[src/rtl/usb_fx2_pkg.sv]
// Shared FX2 Slave-FIFO definitions: endpoint addresses, bus width and the
// OUT-engine state encoding.
package usb_fx2_pkg;

  localparam int unsigned FX2_DATA_W   = 16;
  localparam logic [1:0]  FX2_EP2_ADDR = 2'b00;  // host->FPGA endpoint
  localparam logic [1:0]  FX2_EP6_ADDR = 2'b10;  // FPGA->host endpoint

  typedef enum logic [1:0] {
    ST_IDLE = 2'd0,
    ST_OE   = 2'd1,
    ST_READ = 2'd2
  } rx_state_e;

endpackage

[src/rtl/usb_stream_out_if.sv]
// Valid/ready stream carrying host->FPGA words out of the OUT engine.
//   usb_rx_data  : head-of-buffer word
//   usb_rx_valid : data valid
//   usb_rx_ready : consumer accepts the word on valid&ready at the clock edge
interface usb_stream_out_if;
  import usb_fx2_pkg::*;

  logic [FX2_DATA_W-1:0] usb_rx_data;
  logic                  usb_rx_valid;
  logic                  usb_rx_ready;

  modport master (output usb_rx_data, output usb_rx_valid, input usb_rx_ready);
  modport slave  (input usb_rx_data, input usb_rx_valid, output usb_rx_ready);

endinterface

[src/rtl/usb_rx_sync_fifo.sv]
// Single-clock show-ahead FIFO with an occupancy counter.
//   clk, rst_n  : clock, synchronous active-low reset (flushes pointers/count)
//   push_i      : write wdata_i (ignored when full)
//   pop_i       : drop head word (ignored when empty)
//   rdata_c_o   : head word, combinational from storage
//   usedw_o     : words held
//   full_c_o    : usedw == DEPTH
//   empty_c_o   : usedw == 0
module usb_rx_sync_fifo #(
  parameter  int unsigned DEPTH = 16,
  parameter  int unsigned WIDTH = 16,
  localparam int unsigned AW    = $clog2(DEPTH),
  localparam int unsigned UW    = $clog2(DEPTH + 1)
) (
  input  logic             clk,
  input  logic             rst_n,
  input  logic             push_i,
  input  logic [WIDTH-1:0] wdata_i,
  input  logic             pop_i,
  output logic [WIDTH-1:0] rdata_c_o,
  output logic [UW-1:0]    usedw_o,
  output logic             full_c_o,
  output logic             empty_c_o
);

  logic [WIDTH-1:0] mem_q [DEPTH];
  logic [AW-1:0]    wr_ptr_q;
  logic [AW-1:0]    rd_ptr_q;
  logic [UW-1:0]    usedw_q;
  logic             push_ok;
  logic             pop_ok;

  assign full_c_o  = (usedw_q == UW'(DEPTH));
  assign empty_c_o = (usedw_q == '0);
  assign push_ok   = push_i & ~full_c_o;
  assign pop_ok    = pop_i & ~empty_c_o;
  assign rdata_c_o = mem_q[rd_ptr_q];
  assign usedw_o   = usedw_q;

  // Storage needs no reset: stale entries are never visible with usedw=0.
  always_ff @(posedge clk) begin
    if (push_ok) mem_q[wr_ptr_q] <= wdata_i;
  end

  // Pointers wrap naturally; occupancy is a separate counter.
  always_ff @(posedge clk) begin
    if (!rst_n) begin
      wr_ptr_q <= '0;
      rd_ptr_q <= '0;
      usedw_q  <= '0;
    end else begin
      if (push_ok) wr_ptr_q <= wr_ptr_q + AW'(1);
      if (pop_ok)  rd_ptr_q <= rd_ptr_q + AW'(1);
      if (push_ok && !pop_ok)      usedw_q <= usedw_q + UW'(1);
      else if (pop_ok && !push_ok) usedw_q <= usedw_q - UW'(1);
    end
  end

endmodule

[src/rtl/usb_stream_out.sv]
// FX2 Slave-FIFO OUT engine: drains EP2 into a small buffer and presents the
// words on a valid/ready stream in the fx2_ifclk domain.
//   fx2_ifclk, reset_n      : clock, synchronous active-low reset
//   usb_rx_enable           : permission to drain EP2
//   fx2_fdata, fx2_flagb    : FD bus input side, EP2 not-empty flag
//   fx2_faddr/slrd/sloe/... : Slave-FIFO control outputs
//   usb_rx_usedw            : words held in the buffer
//   usb_rx_word_cnt         : words read from FX2 since reset (wrapping)
//   rx                      : output stream (master side)
module usb_stream_out
  import usb_fx2_pkg::*;
#(
  parameter  int unsigned FIFO_DEPTH = 16,
  parameter  int unsigned CNT_W      = 32,
  localparam int unsigned USEDW_W    = $clog2(FIFO_DEPTH + 1)
) (
  input  logic                  fx2_ifclk,
  input  logic                  reset_n,
  input  logic                  usb_rx_enable,
  input  logic [FX2_DATA_W-1:0] fx2_fdata,
  input  logic                  fx2_flagb,
  output logic [1:0]            fx2_faddr,
  output logic                  fx2_slrd,
  output logic                  fx2_sloe,
  output logic                  fx2_slwr,
  output logic                  fx2_pkt_end,
  output logic                  fx2_slcs,
  output logic [USEDW_W-1:0]    usb_rx_usedw,
  output logic [CNT_W-1:0]      usb_rx_word_cnt,
  usb_stream_out_if.master      rx
);

  rx_state_e        state_q;
  logic             sloe_q;
  logic [CNT_W-1:0] word_cnt_q;
  logic             fifo_full;
  logic             fifo_empty;
  logic             capture;

  assign fx2_faddr       = FX2_EP2_ADDR;
  assign fx2_slwr        = 1'b1;
  assign fx2_pkt_end     = 1'b1;
  assign fx2_slcs        = 1'b0;
  assign fx2_sloe        = sloe_q;
  assign usb_rx_word_cnt = word_cnt_q;

  // Strobe is combinational so a word is taken on the very edge the FX2
  // advances its pointer; full blocks it even if a pop is pending.
  assign fx2_slrd = ~((state_q == ST_READ) & fx2_flagb & ~fifo_full);
  assign capture  = ~fx2_slrd;

  // Bus FSM; sloe is registered alongside the state it belongs to.
  always_ff @(posedge fx2_ifclk) begin
    if (!reset_n) begin
      state_q <= ST_IDLE;
      sloe_q  <= 1'b1;
    end else begin
      case (state_q)
        ST_IDLE: begin
          if (usb_rx_enable && fx2_flagb && !fifo_full) begin
            state_q <= ST_OE;
            sloe_q  <= 1'b0;
          end
        end
        ST_OE: begin
          if (!usb_rx_enable) begin
            state_q <= ST_IDLE;
            sloe_q  <= 1'b1;
          end else begin
            state_q <= ST_READ;
          end
        end
        ST_READ: begin
          if (!usb_rx_enable || !fx2_flagb) begin
            state_q <= ST_IDLE;
            sloe_q  <= 1'b1;
          end
        end
        default: begin
          state_q <= ST_IDLE;
          sloe_q  <= 1'b1;
        end
      endcase
    end
  end

  // Received-word statistics.
  always_ff @(posedge fx2_ifclk) begin
    if (!reset_n)     word_cnt_q <= '0;
    else if (capture) word_cnt_q <= word_cnt_q + CNT_W'(1);
  end

  usb_rx_sync_fifo #(
    .DEPTH (FIFO_DEPTH),
    .WIDTH (FX2_DATA_W)
  ) u_fifo (
    .clk       (fx2_ifclk),
    .rst_n     (reset_n),
    .push_i    (capture),
    .wdata_i   (fx2_fdata),
    .pop_i     (rx.usb_rx_valid & rx.usb_rx_ready),
    .rdata_c_o (rx.usb_rx_data),
    .usedw_o   (usb_rx_usedw),
    .full_c_o  (fifo_full),
    .empty_c_o (fifo_empty)
  );

  assign rx.usb_rx_valid = ~fifo_empty;

endmodule

[src/flat_wrapper.sv]
// flat-port wrapper written by rule: the top's interface ports become plain ports
module usb_stream_out_flat import usb_fx2_pkg::*;
#(
  parameter  int unsigned FIFO_DEPTH = 16,
  parameter  int unsigned CNT_W      = 32,
  localparam int unsigned USEDW_W    = $clog2(FIFO_DEPTH + 1)
)
  (fx2_ifclk, reset_n, usb_rx_enable, fx2_fdata, fx2_flagb, fx2_faddr, fx2_slrd, fx2_sloe, fx2_slwr, fx2_pkt_end, fx2_slcs, usb_rx_usedw, usb_rx_word_cnt, rx_usb_rx_data, rx_usb_rx_valid, rx_usb_rx_ready);
  usb_stream_out_if rx_i ();
  input  logic fx2_ifclk;
  input  logic reset_n;
  input  logic usb_rx_enable;
  input  logic [FX2_DATA_W-1:0] fx2_fdata;
  input  logic fx2_flagb;
  output logic [1:0] fx2_faddr;
  output logic fx2_slrd;
  output logic fx2_sloe;
  output logic fx2_slwr;
  output logic fx2_pkt_end;
  output logic fx2_slcs;
  output logic [USEDW_W-1:0] usb_rx_usedw;
  output logic [CNT_W-1:0] usb_rx_word_cnt;
  output wire logic [$bits(rx_i.usb_rx_data)-1:0] rx_usb_rx_data;
  output wire logic [$bits(rx_i.usb_rx_valid)-1:0] rx_usb_rx_valid;
  input wire logic [$bits(rx_i.usb_rx_ready)-1:0] rx_usb_rx_ready;
  assign rx_usb_rx_data = rx_i.usb_rx_data;
  assign rx_usb_rx_valid = rx_i.usb_rx_valid;
  assign rx_i.usb_rx_ready = rx_usb_rx_ready;
  usb_stream_out #(.FIFO_DEPTH(FIFO_DEPTH), .CNT_W(CNT_W)) u_core (.fx2_ifclk(fx2_ifclk), .reset_n(reset_n), .usb_rx_enable(usb_rx_enable), .fx2_fdata(fx2_fdata), .fx2_flagb(fx2_flagb), .fx2_faddr(fx2_faddr), .fx2_slrd(fx2_slrd), .fx2_sloe(fx2_sloe), .fx2_slwr(fx2_slwr), .fx2_pkt_end(fx2_pkt_end), .fx2_slcs(fx2_slcs), .usb_rx_usedw(usb_rx_usedw), .usb_rx_word_cnt(usb_rx_word_cnt), .rx(rx_i));
endmodule
[config.mk]
export PLATFORM = sky130hd
export DESIGN_NAME = usb_stream_out_flat
export DESIGN_NICKNAME = d
export VERILOG_FILES = /design/src/rtl/usb_fx2_pkg.sv /design/src/rtl/usb_stream_out_if.sv /design/src/rtl/usb_rx_sync_fifo.sv /design/src/rtl/usb_stream_out.sv /design/src/flat_wrapper.sv
export SDC_FILE = /design/constraint.sdc
export NUM_CORES = 1
export LEC_CHECK = 0
export ABC_AREA = 0
export CAP_MARGIN = 25
export CORE_UTILIZATION = 25
export DETAILED_ROUTE_END_ITERATION = 16
export GPL_ROUTABILITY_DRIVEN = 0
export REMOVE_ABC_BUFFERS = 1
export SYNTH_ARGS = -nofsm -noshare
export SYNTH_HDL_FRONTEND = slang
export SYNTH_SLANG_ARGS = --single-unit
[constraint.sdc]
create_clock -name fx2_ifclk -period 3.3 [get_ports fx2_ifclk]
set_input_delay 0.495 -clock fx2_ifclk [delete_from_list [all_inputs] [get_ports fx2_ifclk]]
set_output_delay 0.495 -clock fx2_ifclk [all_outputs]
set_load 0.05 [all_outputs]
# Word level (Yosys, flattened, before mapping)
# Memory sizes are Yosys's and may differ from the RTL's. A register that Yosys moved wholly into a read port is not among the register bits.
# Index checks and enable logic that the tools add are counted.
# word_totals
register_bits,48
mem_bits_rw,256
input_bits,21
output_inout_bits,61
elab_cells,55
mem_count,1
# classes
addsub,5
n_eq_ne,6
mux,14
bitwise_logic,8
n_reduce_logical,15
# memory_table
memory,words,width,read_ports,rd_clocked_by_memory_dff,wr,line,source
u_core.u_fifo.mem_q,16,16,1,1,1,usb_rx_sync_fifo.sv:26,logic [WIDTH-1:0] mem_q [DEPTH];
# ops
operator,n
$add A32 B1 Y32 const B,1
$mux W5,2
$add A4 B1 Y4 const B,2
$mux W4,2
$mux W2,3
$pmux W2 S3,1
$add A5 B1 Y5 const B,1
$and A1 B1 Y1,5
$eq A5 B5 Y1 const B,1
$logic_not A1 Y1,5
$logic_not A5 Y1,1
$mux W1,5
$sub A5 B1 Y5 const B,1
$logic_and A1 B1 Y1,4
$ne A2 B2 Y1 const B,2
$not A1 Y1,3
$pmux W1 S3,1
$reduce_and A3 Y1,1
$eq A2 B1 Y1 const B,1
$eq A2 B2 Y1 const B,1
$logic_not A2 Y1,1
$ne A2 B1 Y1 const B,1
$reduce_and A2 Y1,1
$reduce_bool A2 Y1,1
$logic_or A1 B1 Y1,1

# Longest topological paths before layout
# Gate-level depths: netlist (run 1).
# depth
depth_word,8
depth_mapped,12
depth_no_buf,10

# Hierarchy
# A second synthesis (run 1) with hierarchy kept.
# hier_totals
cells_unflattened,705
area_unflattened_um2,12226.7
# modules_own_cells
mod,instances,cells_per_inst,area_per_inst_um2
usb_rx_sync_fifo,1,503,10515.1
usb_stream_out,1,202,1711.6

# Least setup slack after synthesis (run 1)
# OpenSTA, ideal clock, no wires.
# synth_timing
path_type,register to register
start,reg u_core.u_fifo.usedw_q[0] (netlist: u_core.u_fifo.usedw_o[0])
end,"mem u_core.u_fifo.mem_q[3][0], enable pin"
setup_ps,430
t_arrival_ps,3045
setup_slack_ps,-176
path_stages_with_launch,7
path_buffers,3
cell_sequence,dfxtp_1 -> or4_1 -> buf_2 -> o21ai_4 -> buf_6 -> buf_8 -> nor4_1
# synth_between
elab_chain_len,6
# synth_lines
element,line,source
"start, declared",usb_rx_sync_fifo.sv:29,logic [UW-1:0] usedw_q;
"start signal, assigned",usb_rx_sync_fifo.sv:54,if (push_ok && !pop_ok) usedw_q <= usedw_q + UW'(1);
"start signal, assigned",usb_rx_sync_fifo.sv:55,else if (pop_ok && !push_ok) usedw_q <= usedw_q - UW'(1);
$eq A5 B5 Y1 (*),usb_rx_sync_fifo.sv:33,assign full_c_o = (usedw_q == UW'(DEPTH));
$not A1 Y1 (*),"usb_rx_sync_fifo.sv:35, usb_stream_out.sv:49",
$and A1 B1 Y1,usb_stream_out.sv:49,assign fx2_slrd = ~((state_q == ST_READ) & fx2_flagb & ~fifo_full);
$and A1 B1 Y1 (*),usb_rx_sync_fifo.sv:35,assign push_ok = push_i & ~full_c_o;
$mux W1 (*),usb_rx_sync_fifo.sv:42,if (push_ok) mem_q[wr_ptr_q] <= wdata_i;
$mux W1 (not written as such) (*),usb_rx_sync_fifo.sv:42,
"end, declared",usb_rx_sync_fifo.sv:26,
# Mark *: on every way between the ends. The rest lies on a longest branch, timed or not.

==> out/metrics.csv, run 1 <==
metric,value,unit
final hold vios,0,
critical path peak fanout,24,
GRT overflow,0,
Cell Pwr Density,630,mW/mm2
largest family of logic cells by synthesized area,multiplexers,
ANT cells,0,
WP data required,2.80,ns
Worst Path Arrival,2.69,ns
Compound-Gate Fraction of Synth Area,3.18,%
GR Layer Usage met3,2.68,%
R2R cell count,9,
Synth async-reset ratio,0,%
Worst IR Drop VDD,0.000495,V
clk slew on worst S/H paths,0.06,ns
largest net degree at the start of global routing,39,
Hold Path Class,reg2reg,
setup_tns,0,ns
WL/cell,18.3,um
CTS H-tree depth,1,
FMAX,314,MHz
"Avg Cell Area, Syn",18.2,um2
synth warn,0,
leakage,4.56,nW
Yosys top cell by area,edfxtp_1,
Clock Root Buffer,clkbuf_16,
Slew @ Worst Pin,0.863,ns
Netlist cell types,50,
Initial Util,25.3,%
CP cell instances,"buf_12, mux4_2, mux4_2, buf_4",
Setup crit end kind,output pin,
Synth Instances,678,
Routed Antenna Nets,0,
share of layout cells above drive strength 1,22.4,%
M1 GR Usage,15.3,%
Crit-path slowest cell,mux4_2,
Synth top area share,62.2,%
"EDFF count, synth",256,
Core ar.,0.0488,mm2
DRC errors left,0,
cts bufs inserted,29,
num rows,81,
Worst slew margin,42.4,%
Synth Area in XOR/XNOR,0.779,%
num ports,82,
WHS Path Cells,2,
first-pass GRT wire length,41000,um
first-pass iteration count of the detailed router,5,
Die Y,224,um
vias in the first global route,6610,
# hold bufs at CTS,0,
Critical Path Source Type,flip-flop,
"Worst Path Class, Setup",reg2out,
max incr delay on CP,0.54,ns
post-synthesis sequential area ratio,70.6,%
Setup-failing EPs final,0,
synthesized flop and latch total,308,
CTS resizes,1,
initial DRC count,534,
DR vias/cell,4.44,
synthesized cell area,0.0124,mm2
antenna violations before repair,2,
Synth Area in Simple Gates,6.33,%
Synth Flop Type,edfxtp_1,
Area growth syn-to-layout,20.3,%
Clock Skew,0.0103,ns
post-route clock period utilization,96.4,%
Final Util,30.4,%
Tmin final,3.18,ns
drt total wl,26700,um
Fill cells,4821,
Synth Area in Adders,1.17,%
Seq. cell area,0.00873,mm2
synth top area cells,"edfxtp_1 62%, mux4_2 15%, dfxtp_1 8.4%",
mux cell area share after synthesis,15.8,%
die area,0.0504,mm2
"Top cell by count, worst path",mux4_2,
clock sink count,308,
GR peak layer,met2,
I/O Buffers,76,
"commonest non-fill, non-tap cells in the layout","256 x edfxtp_1, 80 x mux4_2, 59 x clkdlybuf4s50_1",
Die Width,224,um
Bufs on Longest Clock Path,3,
GR Util met2,16.5,%
RSZ-0062 raised after global routing,false,
hpwl dp,15900,um
"commonest non-fill, non-tap cell in the layout",edfxtp_1,
status,completed,
DR vias,6496,
"Net count, final",810,
setup bufs post-CTS,0,
area of the multi-input gates,0.00340,mm2
CTS tree,done,
Max Slew Vio Count,0,
Clock Latency Late Sink,0.56,ns
max_cap viols,0,
Overall Global Routing Usage,10.7,%
==> cell type report <==
type | count | area share (%)
clock buffers | 37 | 5.15
clock inverters | 14 | 0.715
multi-input cells | 320 | 22.8
well taps | 664 | 5.59
inverters | 11 | 0.278
repair buffers | 108 | 6.72
flip-flops and latches | 308 | 58.7
==> metrics by stage <==
step	total power, mW	cell area (um2)	hold slack (ns)	worst slack, ns	instances
2_1_floorplan	5.80	12200	0.436	-1.21	639
3_3_place_gp	6.33	14000	0.462	0.347	1411
3_5_place_dp	6.34	14000	0.456	0.318	1411
4_1_cts	9.49	14900	0.473	0.0493	1462
5_1_grt	9.75	14900	0.486	0.00709	1462
6_report	9.37	14900	0.471	0.119	1462
==> registers in the layout, indices dropped and copies added, names as in the netlist, named ones only <==
name	cells
u_core.usb_rx_word_cnt	32
u_core.u_fifo.wr_ptr_q	4
u_core.state_q	2
u_core.u_fifo.usedw_o	5
u_core.u_fifo.mem_q	256
u_core.u_fifo.rd_ptr_q	4
u_core.fx2_sloe	1
==> power by group <==
part	switching [mW]	leakage (nW)	total [mW]	internal [mW]
Clock	1.42	0.428	3.14	1.72
Combinational	1.01	1.41	1.87	0.858
Sequential	0.108	2.72	4.36	4.25
==> critical path: cells and delay by family (launching register included) <==
kind | cells | cell delay, ns
buffers and inverters | 2 | 0.48
multiplexers | 2 | 1.08
flip-flops | 1 | 0.53
==> cells by family after synthesis <==
logic type / after synthesis
AOI/OAI and AO/OA: 56
xor gates and xnor gates: 11
adders and majority gates: 11
buffers and inverters: 53
DFF: 308
muxes: 95
other: 2
and+or+nand+nor: 142
==> synth_stat cells, types with 2 or more instances <==
cell type  number
nor3_1          3
mux4_2         80
o211ai_1        2
o31ai_1        13
conb_1          2
nand2_1        34
xor2_1          5
inv_1          11
nand2b_1       11
buf_4           7
edfxtp_1      256
buf_1           2
clkbuf_1       18
or3_1           3
nor4_1         12
or4_1          13
nand4_1         6
a21oi_2         4
and4_1          9
a21o_1          2
and3_1          5
buf_2          13
dfxtp_1        52
and2_1          8
a21oi_1        18
nor2_1         20
o21a_1          3
o21ai_0         3
mux2i_1        15
ha_1           10
a41o_1          2
nand3_1        13
xnor2_1         6
==> worst paths after layout <==
path / start / to / slack, ns
setup / recovery: flip-flop / rx_usb_rx_data[8] / 0.12
hold / removal: u_core.usb_rx_word_cnt[31]$_SDFFE_PN0P_ / u_core.usb_rx_word_cnt[31]$_SDFFE_PN0P_ / 0.47
hold reg to reg: u_core.usb_rx_word_cnt[31]$_SDFFE_PN0P_ / u_core.usb_rx_word_cnt[31]$_SDFFE_PN0P_ / 0.47
setup reg to reg: u_core.u_fifo.usedw_o[0]$_SDFFE_PN0P_ / u_core.u_fifo.usedw_o[4]$_SDFFE_PN0P_ / 0.35
==> per-layer routing <==
| layer | share of wire (%) | wire length (um) |
|---|---|---|
| met1 | 47 | 12600 |
| met2 | 45 | 12200 |
| met3 | 5.9 | 1570 |
| met4 | 1.5 | 401 |
| met5 | 0.11 | 29 |
Note: power is estimated with default switching activity, not from simulation.
==> inputs of run 2 (changes only) <==
- ABC_CLOCK_PERIOD_IN_PS: not set -> 3300
==> results of run 2 <==
Same layout as run 1: the final DEF is identical, and so are final timing and power.
==> inputs of run 3 (changes only) <==
- CAP_MARGIN: 25 -> not set
- RECOVER_POWER: not set -> 100
==> run 3 against run 2 <==
Compared with the run above:
- sequential share of layout area up 0.40 points
- via count increased by 0.69%
- critical endpoint unchanged
- clock skew fell by 0.0031 ns
==> out/metrics.csv, run 3 (synthesis results as in run 1) <==
metric,value,unit,change
status,completed,,
"commonest non-fill, non-tap cells in the layout","256 x edfxtp_1, 80 x mux4_2, 56 x dlygate4sd3_1",,
Setup-failing EPs final,0,,unchanged
clk slew on worst S/H paths,0.06,ns,about the same
Clock Skew,0.00727,ns,-0.00307 ns
DR vias/cell,4.47,,+0.69%
Largest register FFs,256,,unchanged
Core ar.,0.0488,mm2,unchanged
setup bufs post-CTS,0,,unchanged
cts bufs inserted,29,,unchanged
Clock Root Buffer,clkbuf_16,,
share of layout cells above drive strength 1,20.7,%,-1.8 points
Bufs on Longest Clock Path,3,,unchanged
"Net count, final",810,,unchanged
hold slack,0.467,ns,-0.00433 ns
R2R cell count,10,,+1
"Worst Path Class, Setup",reg2out,,
Routed Antenna Nets,0,,unchanged
CTS H-tree depth,1,,unchanged
WL/cell,18.3,um,+0.19%
Worst IR Drop VDD,0.000456,V,-8.0%
first-pass GRT wire length,41000,um,unchanged
R2R Setup Slk,0.39,ns,+0.04 ns
vias in the first global route,6610,,unchanged
final hold vios,0,,unchanged
setup_tns,0,ns,unchanged
initial DRC count,548,,+2.6%
hold_sp,u_core.usb_rx_word_cnt[31]$_SDFFE_PN0P_,,
die area,0.0504,mm2,unchanged
Final Util,30.2,%,-0.21 points
CTS tree,done,,
leakage,4.61,nW,+1.2%
post-route setup slack,0.121,ns,+0.00209 ns
num rows,81,,unchanged
Initial Util,25.3,%,unchanged
drt total wl,26800,um,+0.19%
RSZ-0062 raised after global routing,false,,
hold worst-path end,u_core.usb_rx_word_cnt[31]$_SDFFE_PN0P_,,
Area growth syn-to-layout,19.5,%,
Cell Pwr Density,631,mW/mm2,+0.16%
GRT overflow,0,,unchanged
"commonest non-fill, non-tap cell in the layout",edfxtp_1,,
Worst slew margin,12.0,%,-30 points
largest net degree at the start of global routing,39,,unchanged
Overall Global Routing Usage,10.7,%,unchanged
antenna violations before repair,2,,unchanged
DRC errors left,0,,unchanged
WHS Path Cells,2,,unchanged
Slew @ Worst Pin,1.32,ns,+0.457 ns
num ports,82,,unchanged
Hold Path Class,reg2reg,,
post-route clock period utilization,96.3,%,about the same
max_cap viols,0,,unchanged
post-placement worst setup slack,0.318,ns,unchanged
I/O Buffers,76,,unchanged
first-pass iteration count of the detailed router,4,,-1
Die Width,224,um,unchanged
WP data required,2.80,ns,about the same
ANT cells,0,,unchanged
Tmin final,3.18,ns,-0.00209 ns
hpwl dp,15900,um,unchanged
Top reg by flops,u_core.u_fifo.mem_q,,
Clock Latency Late Sink,0.56,ns,about the same
DR vias,6541,,+0.69%
FF-to-FF End,u_core.u_fifo.usedw_o[4]$_SDFFE_PN0P_,,
Critical Path Source Type,flip-flop,,
FMAX,315,MHz,about the same
# hold bufs at CTS,0,,unchanged
Worst Path Arrival,2.68,ns,about the same
Setup crit end kind,output pin,,
critical path peak fanout,24,,unchanged
Max Slew Vio Count,0,,unchanged
Die Y,224,um,unchanged
Reg-to-Reg Start,u_core.u_fifo.usedw_o[0]$_SDFFE_PN0P_,,
clock sink count,308,,unchanged
run 3: cell types whose count changed in the layout (fill, tap and decap cells not counted), moves of 2 or more:
cell and change:
and2_1 -7, clkbuf_4 +7, and2_0 +7, buf_2 +2
clkbuf_2 +13, buf_4 -33, clkdlybuf4s50_1 -56, clkbuf_1 +11
dlygate4sd3_1 +56
run 3: worst max-delay path by stage:
stage                    from                                    end  slack (ns)  depth (start not counted)
CTS                 flip-flop                      rx_usb_rx_data[8]        0.05                          4
detailed placement  fx2_flagb  u_core.u_fifo.usedw_o[4]$_SDFFE_PN0P_        0.32                         11
global placement    fx2_flagb  u_core.u_fifo.usedw_o[4]$_SDFFE_PN0P_        0.35                         11
global route        flip-flop                      rx_usb_rx_data[8]       0.007                          4
finish              flip-flop                      rx_usb_rx_data[8]        0.12                          4
floorplan           flip-flop                      rx_usb_rx_data[0]       -1.21                          2
run 3: final cells by class:
class	instances	area, um2
clock inverters	14	106
well taps	664	831
flip-flops and latches	308	8730
inverters	11	41.3
fillers	4843	34100
multi-input cells	320	3370
clock buffers	37	766
repair buffers	108	921
run 3: timing repair:
item | in CTS | in global routing
setup endpoints to repair | 1 | 0
gates resized for setup | 1 | 0
endpoints found under the hold margin | 0 | 0
run 3: through the flow:
step	cell area, um2	power (mW)	cells
floorplan	12200	5.80	639
global placement	14000	6.33	1411
detailed placement	14000	6.34	1411
CTS	14900	9.49	1462
global route	14800	9.70	1462
finish	14800	9.32	1462
run 3: worst max-delay path, cell delays in order (launching register included):
cell,delay (ns)
dfxtp_4,0.53
buf_12,0.26
mux4_2,0.55
mux4_2,0.54
buf_4,0.22
run 3: where the power goes:
part           switching (mW)  internal, mW
Sequential              0.105          4.25
Combinational           0.999         0.822
Clock                    1.43          1.72
Total                    2.53          6.79
run 3: per-layer routing:
metal / share of wire, % / vias to the layer above / routed length, um / track usage, %
met1: 47 / 3387 / 12500 / 15.3
met2: 45 / 177 / 12100 / 16.5
met5: 0.11 / - / 29 / 0
met4: 1.6 / 4 / 433 / 1.95
met3: 6.4 / 40 / 1720 / 2.68
li1: - / 2933 / - / -
